[src/rtl/fp_pkg.sv]
// ---------------------------------------------------------------------------
// fp_pkg
// Shared definitions for the floating-point multiply path.
// Contents:
//   EXP_W / MANT_W / BIAS  default single-precision field widths and bias
//   signPos/expLsb         field-slice helpers for {sign, exp, frac} words
//   expAllOnes             all-ones exponent value used for both INF and QNAN
//   state_t                fp_mult controller state encoding (IDLE..DONE)
// ---------------------------------------------------------------------------
package fp_pkg;

    localparam int EXP_W  = 8;
    localparam int MANT_W = 23;
    localparam int BIAS   = 127;

    // Bit position of the sign in a {sign, exp, frac} word.
    function automatic int signPos(input int expW, input int mantW);
        return expW + mantW;
    endfunction

    // Lowest bit of the exponent field; the fraction sits below it.
    function automatic int expLsb(input int mantW);
        return mantW;
    endfunction

    // INF and QNAN both carry an all-ones exponent.
    function automatic int expAllOnes(input int expW);
        return (1 << expW) - 1;
    endfunction

    typedef enum logic [2:0] {
        IDLE   = 3'd0,
        UNPACK = 3'd1,
        MULT   = 3'd2,
        NORM   = 3'd3,
        ROUND  = 3'd4,
        DONE   = 3'd5
    } state_t;

endpackage

[src/rtl/fp_mult_if.sv]
// ---------------------------------------------------------------------------
// fp_mult_if
// Start/done multiply handshake between the FPU controller (master) and
// fp_mult (slave).
// Signals:
//   start   master->slave  request pulse, sampled only while the slave is idle
//   a, b    master->slave  operands {sign, exp, frac}, sampled with start
//   done    slave->master  one-cycle completion pulse
//   busy    slave->master  operation in flight (through the done cycle)
//   result  slave->master  product, held until the next accepted start
// ---------------------------------------------------------------------------
interface fp_mult_if #(
    parameter int EXP_W  = fp_pkg::EXP_W,
    parameter int MANT_W = fp_pkg::MANT_W
);

    localparam int W = 1 + EXP_W + MANT_W;

    logic         start;
    logic [W-1:0] a;
    logic [W-1:0] b;
    logic         done;
    logic         busy;
    logic [W-1:0] result;

    modport master (
        output start, a, b,
        input  done, busy, result
    );

    modport slave (
        input  start, a, b,
        output done, busy, result
    );

endinterface

[src/rtl/fp_mant_mult.sv]
// ---------------------------------------------------------------------------
// fp_mant_mult
// Iterative N-bit unsigned shift-add multiplier, one multiplier bit per cycle,
// LSB first. A go pulse loads the operands and clears the accumulator; the
// following N clock edges each perform one add-and-shift step.
// Ports:
//   clock, reset   rising-edge clock, async active-high reset
//   go             load operands and start (restarts any run in progress)
//   multiplicand   N-bit operand added into the upper accumulator half
//   multiplier     N-bit operand consumed LSB first
//   ready          high once the last step has completed, until the next go
//   product        2N-bit accumulator; valid while ready is high
// ---------------------------------------------------------------------------
module fp_mant_mult #(
    parameter int N = fp_pkg::MANT_W + 1
) (
    input  logic           clock,
    input  logic           reset,
    input  logic           go,
    input  logic [N-1:0]   multiplicand,
    input  logic [N-1:0]   multiplier,
    output logic           ready,
    output logic [2*N-1:0] product
);

    localparam int CW = (N > 1) ? $clog2(N) : 1;

    logic [N-1:0]   r_mcand;
    logic [N-1:0]   r_mplier;
    logic [2*N-1:0] r_acc;
    logic [CW-1:0]  r_count;
    logic           r_run;
    logic           r_ready;

    // The add happens on the upper half with one extra bit so the carry is
    // shifted down into the accumulator instead of being lost.
    logic [N:0]     w_sum;

    assign w_sum = {1'b0, r_acc[2*N-1:N]} + (r_mplier[0] ? {1'b0, r_mcand} : '0);

    // Load on go, otherwise step once per edge while running; the step with
    // count N-1 is the last one and raises ready.
    always_ff @(posedge clock or posedge reset) begin
        if (reset) begin
            r_mcand  <= '0;
            r_mplier <= '0;
            r_acc    <= '0;
            r_count  <= '0;
            r_run    <= 1'b0;
            r_ready  <= 1'b0;
        end else if (go) begin
            r_mcand  <= multiplicand;
            r_mplier <= multiplier;
            r_acc    <= '0;
            r_count  <= '0;
            r_run    <= 1'b1;
            r_ready  <= 1'b0;
        end else if (r_run) begin
            r_acc    <= {w_sum, r_acc[N-1:1]};
            r_mplier <= r_mplier >> 1;
            r_count  <= r_count + CW'(1);
            if (r_count == CW'(N - 1)) begin
                r_run   <= 1'b0;
                r_ready <= 1'b1;
            end
        end
    end

    assign ready   = r_ready;
    assign product = r_acc;

endmodule

[src/rtl/fp_mult.sv]
// ---------------------------------------------------------------------------
// fp_mult
// Sequential IEEE-754 multiplier, responder side of the FPU start/done
// multiply handshake. Flow: IDLE -> UNPACK -> MULT -> NORM -> ROUND -> DONE.
// Denormal inputs are flushed to zero, underflow flushes to signed zero and
// overflow saturates to signed infinity.
// Ports:
//   clock   rising-edge clock
//   reset   asynchronous active-high reset, aborts any operation
//   bus     fp_mult_if.slave: start, a, b in; done, busy, result out
// Build option:
//   FP_MULT_ROUND_NEAREST_EN  defined: round-to-nearest-even;
//                             undefined: truncate (guard/sticky not built)
// Latency from the edge accepting start: normal results enter DONE
// MANT_W+4 edges later, special operands 2 edges later.
// ---------------------------------------------------------------------------
module fp_mult #(
    parameter int EXP_W  = fp_pkg::EXP_W,
    parameter int MANT_W = fp_pkg::MANT_W,
    parameter int BIAS   = fp_pkg::BIAS
) (
    input  logic     clock,
    input  logic     reset,
    fp_mult_if.slave bus
);

    import fp_pkg::*;

    localparam int W        = 1 + EXP_W + MANT_W;
    localparam int N        = MANT_W + 1;
    localparam int P_W      = 2 * N;
    localparam int E_W      = EXP_W + 2;
    localparam int SIGN_POS = signPos(EXP_W, MANT_W);
    localparam int EXP_LSB  = expLsb(MANT_W);

    localparam logic [EXP_W-1:0]      EXP_ONES = EXP_W'(expAllOnes(EXP_W));
    localparam logic signed [E_W-1:0] EXP_MAX  = E_W'(expAllOnes(EXP_W));
    localparam logic signed [E_W-1:0] BIAS_S   = E_W'(BIAS);

    state_t                  r_state;
    state_t                  w_nextState;

    logic [W-1:0]            r_a;
    logic [W-1:0]            r_b;
    logic [W-1:0]            r_result;
    logic                    r_sign;
    logic signed [E_W-1:0]   r_exp;
    logic [MANT_W-1:0]       r_frac;
    logic                    r_special;
    logic [W-1:0]            r_specialWord;

    logic [EXP_W-1:0]        w_expA;
    logic [EXP_W-1:0]        w_expB;
    logic [MANT_W-1:0]       w_fracA;
    logic [MANT_W-1:0]       w_fracB;
    logic                    w_zeroA;
    logic                    w_zeroB;
    logic                    w_specA;
    logic                    w_specB;
    logic                    w_nanA;
    logic                    w_nanB;
    logic                    w_infA;
    logic                    w_infB;
    logic                    w_sign;
    logic                    w_isNan;
    logic                    w_isInf;
    logic                    w_isZero;
    logic                    w_isSpecial;
    logic [W-1:0]            w_specialWord;
    logic signed [E_W-1:0]   w_expSum;

    logic                    w_mulGo;
    logic [N-1:0]            w_mcand;
    logic [N-1:0]            w_mplier;
    logic                    w_mulReady;
    logic [P_W-1:0]          w_product;

    logic [P_W-1:0]          w_shifted;
    logic [MANT_W-1:0]       w_normFrac;
    logic                    w_unusedTop;

    logic                    w_inc;
    logic [MANT_W:0]         w_fracSum;
    logic                    w_carry;
    logic signed [E_W-1:0]   w_roundExp;
    logic [MANT_W-1:0]       w_roundFrac;
    logic [W-1:0]            w_packed;

`ifdef FP_MULT_ROUND_NEAREST_EN
    logic                    r_guard;
    logic                    r_sticky;
    logic                    w_guard;
    logic                    w_sticky;
`else
    logic                    w_unusedLow;
`endif

    // ---------------- operand classification (used in UNPACK) ----------------
    assign w_expA  = r_a[EXP_LSB +: EXP_W];
    assign w_expB  = r_b[EXP_LSB +: EXP_W];
    assign w_fracA = r_a[MANT_W-1:0];
    assign w_fracB = r_b[MANT_W-1:0];

    // exp==0 covers both true zero and denormals, which are flushed.
    assign w_zeroA = (w_expA == '0);
    assign w_zeroB = (w_expB == '0);
    assign w_specA = (w_expA == EXP_ONES);
    assign w_specB = (w_expB == EXP_ONES);
    assign w_nanA  = w_specA && (w_fracA != '0);
    assign w_nanB  = w_specB && (w_fracB != '0);
    assign w_infA  = w_specA && (w_fracA == '0);
    assign w_infB  = w_specB && (w_fracB == '0);

    assign w_sign      = r_a[SIGN_POS] ^ r_b[SIGN_POS];
    assign w_isNan     = w_nanA || w_nanB || (w_infA && w_zeroB) || (w_infB && w_zeroA);
    assign w_isInf     = w_infA || w_infB;
    assign w_isZero    = w_zeroA || w_zeroB;
    assign w_isSpecial = w_specA || w_specB || w_isZero;
    assign w_expSum    = E_W'(w_expA) + E_W'(w_expB) - BIAS_S;

    // Priority NaN > INF > zero; the quiet NaN is always positive.
    always_comb begin
        w_specialWord = {w_sign, {EXP_W{1'b0}}, {MANT_W{1'b0}}};
        if (w_isNan) begin
            w_specialWord = {1'b0, EXP_ONES, 1'b1, {(MANT_W-1){1'b0}}};
        end else if (w_isInf) begin
            w_specialWord = {w_sign, EXP_ONES, {MANT_W{1'b0}}};
        end
    end

    // ---------------- significand multiplier ----------------
    // The multiplier is loaded on the same edge that accepts start, straight
    // from the bus, so its N steps overlap UNPACK and the first MULT cycles.
    // For special operands it simply runs unobserved.
    assign w_mulGo  = (r_state == IDLE) && bus.start;
    assign w_mcand  = {1'b1, bus.a[MANT_W-1:0]};
    assign w_mplier = {1'b1, bus.b[MANT_W-1:0]};

    fp_mant_mult #(
        .N (N)
    ) u_mantMult (
        .clock        (clock),
        .reset        (reset),
        .go           (w_mulGo),
        .multiplicand (w_mcand),
        .multiplier   (w_mplier),
        .ready        (w_mulReady),
        .product      (w_product)
    );

    // ---------------- normalisation ----------------
    // The product of two [1,2) significands is in [1,4); align it so the
    // leading one always sits at the top bit, then slice below it.
    assign w_shifted   = w_product[P_W-1] ? w_product : {w_product[P_W-2:0], 1'b0};
    assign w_normFrac  = w_shifted[P_W-2 -: MANT_W];
    assign w_unusedTop = w_shifted[P_W-1];

`ifdef FP_MULT_ROUND_NEAREST_EN
    assign w_guard  = w_shifted[N-1];
    assign w_sticky = |w_shifted[N-2:0];
    assign w_inc    = r_guard & (r_sticky | r_frac[0]);
`else
    assign w_unusedLow = ^w_shifted[N-1:0];
    assign w_inc       = 1'b0;
`endif

    // ---------------- rounding and packing ----------------
    assign w_fracSum   = {1'b0, r_frac} + {{MANT_W{1'b0}}, w_inc};
    assign w_carry     = w_fracSum[MANT_W];
    assign w_roundExp  = w_carry ? (r_exp + E_W'(1)) : r_exp;
    assign w_roundFrac = w_carry ? '0 : w_fracSum[MANT_W-1:0];

    // Range checks use the widened signed exponent so both overflow and
    // negative underflow are visible before truncating to EXP_W bits.
    always_comb begin
        w_packed = {r_sign, w_roundExp[EXP_W-1:0], w_roundFrac};
        if (w_roundExp >= EXP_MAX) begin
            w_packed = {r_sign, EXP_ONES, {MANT_W{1'b0}}};
        end else if (w_roundExp[E_W-1] || (w_roundExp == '0)) begin
            w_packed = {r_sign, {EXP_W{1'b0}}, {MANT_W{1'b0}}};
        end
    end

    // ---------------- controller ----------------
    always_ff @(posedge clock or posedge reset) begin
        if (reset) begin
            r_state <= IDLE;
        end else begin
            r_state <= w_nextState;
        end
    end

    // Special operands bypass MULT/NORM but still pass through ROUND so the
    // result register is only ever written on the edge entering DONE.
    always_comb begin
        w_nextState = r_state;
        unique case (r_state)
            IDLE:    if (bus.start) w_nextState = UNPACK;
            UNPACK:  w_nextState = w_isSpecial ? ROUND : MULT;
            MULT:    if (w_mulReady) w_nextState = NORM;
            NORM:    w_nextState = ROUND;
            ROUND:   w_nextState = DONE;
            DONE:    w_nextState = IDLE;
            default: w_nextState = IDLE;
        endcase
    end

    // Datapath registers, each written only in the state that owns it.
    always_ff @(posedge clock or posedge reset) begin
        if (reset) begin
            r_a           <= '0;
            r_b           <= '0;
            r_result      <= '0;
            r_sign        <= 1'b0;
            r_exp         <= '0;
            r_frac        <= '0;
            r_special     <= 1'b0;
            r_specialWord <= '0;
`ifdef FP_MULT_ROUND_NEAREST_EN
            r_guard       <= 1'b0;
            r_sticky      <= 1'b0;
`endif
        end else begin
            case (r_state)
                IDLE: begin
                    if (bus.start) begin
                        r_a <= bus.a;
                        r_b <= bus.b;
                    end
                end
                UNPACK: begin
                    r_sign        <= w_sign;
                    r_exp         <= w_expSum;
                    r_special     <= w_isSpecial;
                    r_specialWord <= w_specialWord;
                end
                NORM: begin
                    r_frac <= w_normFrac;
                    r_exp  <= w_product[P_W-1] ? (r_exp + E_W'(1)) : r_exp;
`ifdef FP_MULT_ROUND_NEAREST_EN
                    r_guard  <= w_guard;
                    r_sticky <= w_sticky;
`endif
                end
                ROUND: begin
                    r_result <= r_special ? r_specialWord : w_packed;
                end
                default: begin
                end
            endcase
        end
    end

    assign bus.done   = (r_state == DONE);
    assign bus.busy   = (r_state != IDLE);
    assign bus.result = r_result;

endmodule
[src/flat_wrapper.sv]
// flat-port wrapper written by rule: the top's interface ports become plain ports
module fp_mult_flat import fp_pkg::*;
#(
    parameter int EXP_W  = fp_pkg::EXP_W,
    parameter int MANT_W = fp_pkg::MANT_W,
    parameter int BIAS   = fp_pkg::BIAS
)
  (clock, reset, bus_start, bus_a, bus_b, bus_done, bus_busy, bus_result);
  fp_mult_if #(.EXP_W(EXP_W), .MANT_W(MANT_W)) bus_i ();
  input  logic clock;
  input  logic reset;
  input wire logic [$bits(bus_i.start)-1:0] bus_start;
  input wire logic [$bits(bus_i.a)-1:0] bus_a;
  input wire logic [$bits(bus_i.b)-1:0] bus_b;
  output wire logic [$bits(bus_i.done)-1:0] bus_done;
  output wire logic [$bits(bus_i.busy)-1:0] bus_busy;
  output wire logic [$bits(bus_i.result)-1:0] bus_result;
  assign bus_i.start = bus_start;
  assign bus_i.a = bus_a;
  assign bus_i.b = bus_b;
  assign bus_done = bus_i.done;
  assign bus_busy = bus_i.busy;
  assign bus_result = bus_i.result;
  fp_mult #(.EXP_W(EXP_W), .MANT_W(MANT_W), .BIAS(BIAS)) u_core (.clock(clock), .reset(reset), .bus(bus_i));
endmodule
[config.mk]
export PLATFORM = sky130hd
export DESIGN_NAME = fp_mult_flat
export DESIGN_NICKNAME = d
export VERILOG_FILES = /design/src/rtl/fp_pkg.sv /design/src/rtl/fp_mult_if.sv /design/src/rtl/fp_mant_mult.sv /design/src/rtl/fp_mult.sv /design/src/flat_wrapper.sv
export SDC_FILE = /design/constraint.sdc
export NUM_CORES = 1
export LEC_CHECK = 0
export ABC_AREA = 1
export CORE_UTILIZATION = 36
export CTS_CLUSTER_DIAMETER = 200
export DETAILED_ROUTE_END_ITERATION = 16
export SYNTH_ARGS = -nofsm -noshare
export SYNTH_HDL_FRONTEND = slang
export SYNTH_SLANG_ARGS = --single-unit
[constraint.sdc]
create_clock -name clock -period 5.6 [get_ports clock]
set_clock_uncertainty 0.1 [all_clocks]
set_input_delay 0.56 -clock clock [delete_from_list [all_inputs] [get_ports clock]]
set_output_delay 0.56 -clock clock [all_outputs]
set_load 0.05 [all_outputs]
==> flow_metrics.py <==
metrics = {
    "status": {
        "run_status": "finished, final reports clean",
    },
    "yosys": {
        "seq_area_frac_synth_pct": 46.6,
        "synthArstFlopShare_pct": 100,
        "ys_warn_count": 0,
        "syn_nets": 1452,
        "ys_ff_latch": 194,
        "synthCells": 1347,
        "syn_avg_cell_area_um2": 7.74,
        "ys.flop_type": "dfrtp_1",
        "synth_edf_count": 0,
        "syn_area_um2": 10400,
        "ys_types": 45,
    },
    "route": {
        "drt_iter0_drc": 674,
        "avgRoutedWirePerCell_um": 13.8,
        "ant_nets": 0,
        "routed_wl_um": 25000,
        "viasPerCell": 4.81,
        "drc": 0,
        "via_count": 8740,
        "firstDrtPassIters": 8,
    },
    "layout": {
        "antennaDiodeCount": 0,
        "nets": 1530,
        "final_area_um2": 12300,
        "n_fill_cell": 2883,
        "drive_above_1_share_pct": 5.22,
        "final_util_pct": 43.7,
        "register_area_um2": 4850,
        "stdcell_count": 1816,
        "multiInputGateArea_um2": 4620,
        "area_growth_pct": 18.0,
    },
    "power_and_ir_drop": {
        "cellPowerDensity_nw_per_um2": 604,
        "ir_drop_mv": 0.207,
        "p_leak_nw": 6.10,
    },
    "sta": {
        "timing.final.max_slew_violations": 0,
        "hold_ws_ns": 0.385,
        "slew_headroom_pct": 28.5,
        "layout_worst_path_cycle_share_pct": 54.6,
        "setup_viol": 0,
        "fmax_ghz": 0.327,
        "fin_crit_ns": 3.06,
        "rsz0062_at_grt": "no",
        "worstMarginPinSlew_ns": 1.07,
        "fin_tns_setup_ns": 0,
        "hold_viol_final": 0,
    },
    "placement": {
        "port-buffer-count": 100,
        "dp_cells": 1784,
        "placed_area_um2": 11700,
        "hpwlAfterDp_um": 17900,
        "gp_congestion": 0.848,
    },
    "die": {
        "die_y_um": 172,
        "start_util_pct": 37.0,
        "rows": 61,
        "die_x_um": 172,
        "core_um2": 28200,
        "io_pins": 101,
        "die_area_um2": 29600,
    },
    "cts": {
        "clk_latency_ns": 0.43,
        "cts_max_path_buffers": 2,
        "cts_tree": "yes",
        "post_cts_buffers": 0,
        "cts_sinks": 194,
        "cts-resized-gates": 0,
        "holdBufCountCts": 0,
        "htree_num_levels": 4,
        "clkSlewWorstSetupHoldPaths_ns": 0.08,
        "cts-root-buf": "clkbuf_16",
        "cts_buffers": 17,
    },
    "critical_path": {
        "r2r-start": "u_core.r_state[2]$_DFFE_PP0P_",
        "crit_arrival_ns": 3.31,
        "setup.worst_path.class": "reg2reg",
        "worstReg2RegEnd": "u_core.u_mantMult.product[28]$_DFFE_PP0P_",
        "cp_max_fo": 44,
        "startpoint_type": "register",
        "cp_data_required_time_ns": 5.85,
        "reg2regPathDepth": 7,
        "r2r_slack_ns": 2.54,
        "end_kind": "register",
        "slowest_delay_ns": 0.58,
        "cp_cell_sequence": "inv_2, nand3_2, buf_4, nand2_2, inv_1, o21ai_0, o22ai_1",
        "crit_slowest_cell": "inv_1",
    },
    "grt": {
        "track_usage_pct": 18.0,
        "grt_antenna_before_repair": 0,
        "grt_pass1_wl_um": 42400,
        "grt.overflow.total": 0,
        "grt_pass1_vias": 8423,
        "grt_max_degree": 195,
    },
    "worst_hold_path": {
        "hold_end": "u_core.bus.result[17]$_DFFE_PP0P_",
        "min_from": "u_core.bus.result[17]$_DFFE_PP0P_",
        "hold-path-cell-count": 2,
        "hp-class": "reg2reg",
    },
    "job": {
        "max_cap_violations": 0,
    },
}
## layer usage
metal | global-route usage [%] | vias up | wire length, um | share of wire (%)
met5 | 0 | - | 0 | 0
met4 | 4.31 | 0 | 227 | 0.91
met3 | 2.70 | 16 | 916 | 3.7
met2 | 27.1 | 159 | 10800 | 43
met1 | 27.0 | 4047 | 13100 | 52
li1 | - | 4518 | - | -
## per-stage QoR
| step | worst slack [ns] | total power, W |
|---|---|---|
| floorplan | 2.44 | 0.00527 |
| global placement | 2.26 | 0.00615 |
| detailed placement | 2.21 | 0.00622 |
| CTS | 2.54 | 0.00748 |
| global route | 2.28 | 0.00813 |
| finish | 2.54 | 0.00743 |
## logic make-up (layout without fill, tap and decap cells)
group / after synthesis / count (layout) / share of synthesized area (%)
compound gates: 277 / 277 / 14.8
xor+xnor: 4 / 4 / 0.336
fa+ha+maj: 38 / 38 / 4.71
buf+inv: 233 / 324 / 9.09
flops: 194 / 194 / 46.6
simple gates: 601 / 601 / 24.4
## layout by cell type (no fill, tap or decap), types with 3 or more instances in the layout
cell type	synthesis	final
or2_1	3	3
o21ai_1	32	32
dfrtp_1	194	194
nand3_2	9	9
inv_2	5	5
buf_4	7	3
clkbuf_16	0	17
nand2_1	419	419
o21a_1	3	3
o22ai_1	14	14
ha_1	36	36
nand4_1	18	18
nand3_1	42	42
clkinvlp_4	0	4
inv_1	181	180
nand3b_1	3	3
inv_8	0	5
clkdlybuf4s50_1	0	100
nor2_1	66	66
o211ai_1	29	29
nand2_2	7	7
a31oi_1	10	10
a21oi_1	43	43
o21bai_1	3	3
clkinv_4	0	4
o21ai_0	131	131
nor3_1	8	8
nor2_2	6	6
nor4_1	14	14
## registers in the layout, indices dropped and copies added, names as in the netlist, 3 cells and up
| signal | cells |
|---|---|
| u_core.bus.result | 32 |
| u_core.r_b | 32 |
| u_core.r_frac | 23 |
| u_core.r_specialWord | 3 |
| u_core.r_exp | 10 |
| u_core.r_a | 9 |
| u_core.u_mantMult.r_mplier | 24 |
| u_core.u_mantMult.product | 25 |
| u_core.r_state | 3 |
| u_core.u_mantMult.r_count | 5 |
| u_core.u_mantMult.r_mcand | 24 |
## where the power goes
part | switching (W) | total, W | internal (W)
clock network | 0.000585 | 0.00123 | 0.000643
registers | 0.000478 | 0.00253 | 0.00205
logic | 0.00239 | 0.00367 | 0.00128
## critical path, delay by kind of cell (launching register included)
kind / cells / cell delay, ns
buf+inv: 3 / 1.19
flops: 1 / 0.50
simple gates: 2 / 0.77
compound gates: 2 / 0.36
## cells in the mapped netlist, types with 18 or more instances
| cell | instances | area (um2) |
|---|---|---|
| ha_1 | 36 | 450 |
| o21ai_0 | 131 | 656 |
| nand4_1 | 18 | 113 |
| a21oi_1 | 43 | 215 |
| buf_2 | 21 | 105 |
| o211ai_1 | 29 | 218 |
| o21ai_1 | 32 | 160 |
| nand2_1 | 419 | 1570 |
| nand3_1 | 42 | 210 |
| inv_1 | 181 | 679 |
| nor2_1 | 66 | 248 |
| dfrtp_1 | 194 | 4850 |
## cell type report
type                            count  share of cell area [%]
Clock buffer                       18                    3.57
Clock inverter                     14                    1.21
Inverter                          188                    5.81
Multi-Input combinational cell    920                    37.6
Sequential cell                   194                    39.5
Tap cell                          378                    3.85
Timing Repair Buffer              104                    8.49
## how the worst max path moves through the flow
stage / startpoint / slack [ns] / endpoint
after floorplan: reset / 2.44 / u_core.bus.result[0]$_DFFE_PP0P_
after global placement: bus_start / 2.26 / u_core.u_mantMult.product[29]$_DFFE_PP0P_
after detailed placement: bus_start / 2.21 / u_core.u_mantMult.product[39]$_DFFE_PP0P_
after global routing: u_core.r_state[2]$_DFFE_PP0P_ / 2.28 / u_core.u_mantMult.product[28]$_DFFE_PP0P_
final: u_core.r_state[2]$_DFFE_PP0P_ / 2.54 / u_core.u_mantMult.product[28]$_DFFE_PP0P_
after CTS: u_core.r_state[2]$_DFFE_PP0P_ / 2.54 / u_core.u_mantMult.product[39]$_DFFE_PP0P_
Power figures use the tool's default switching activity.
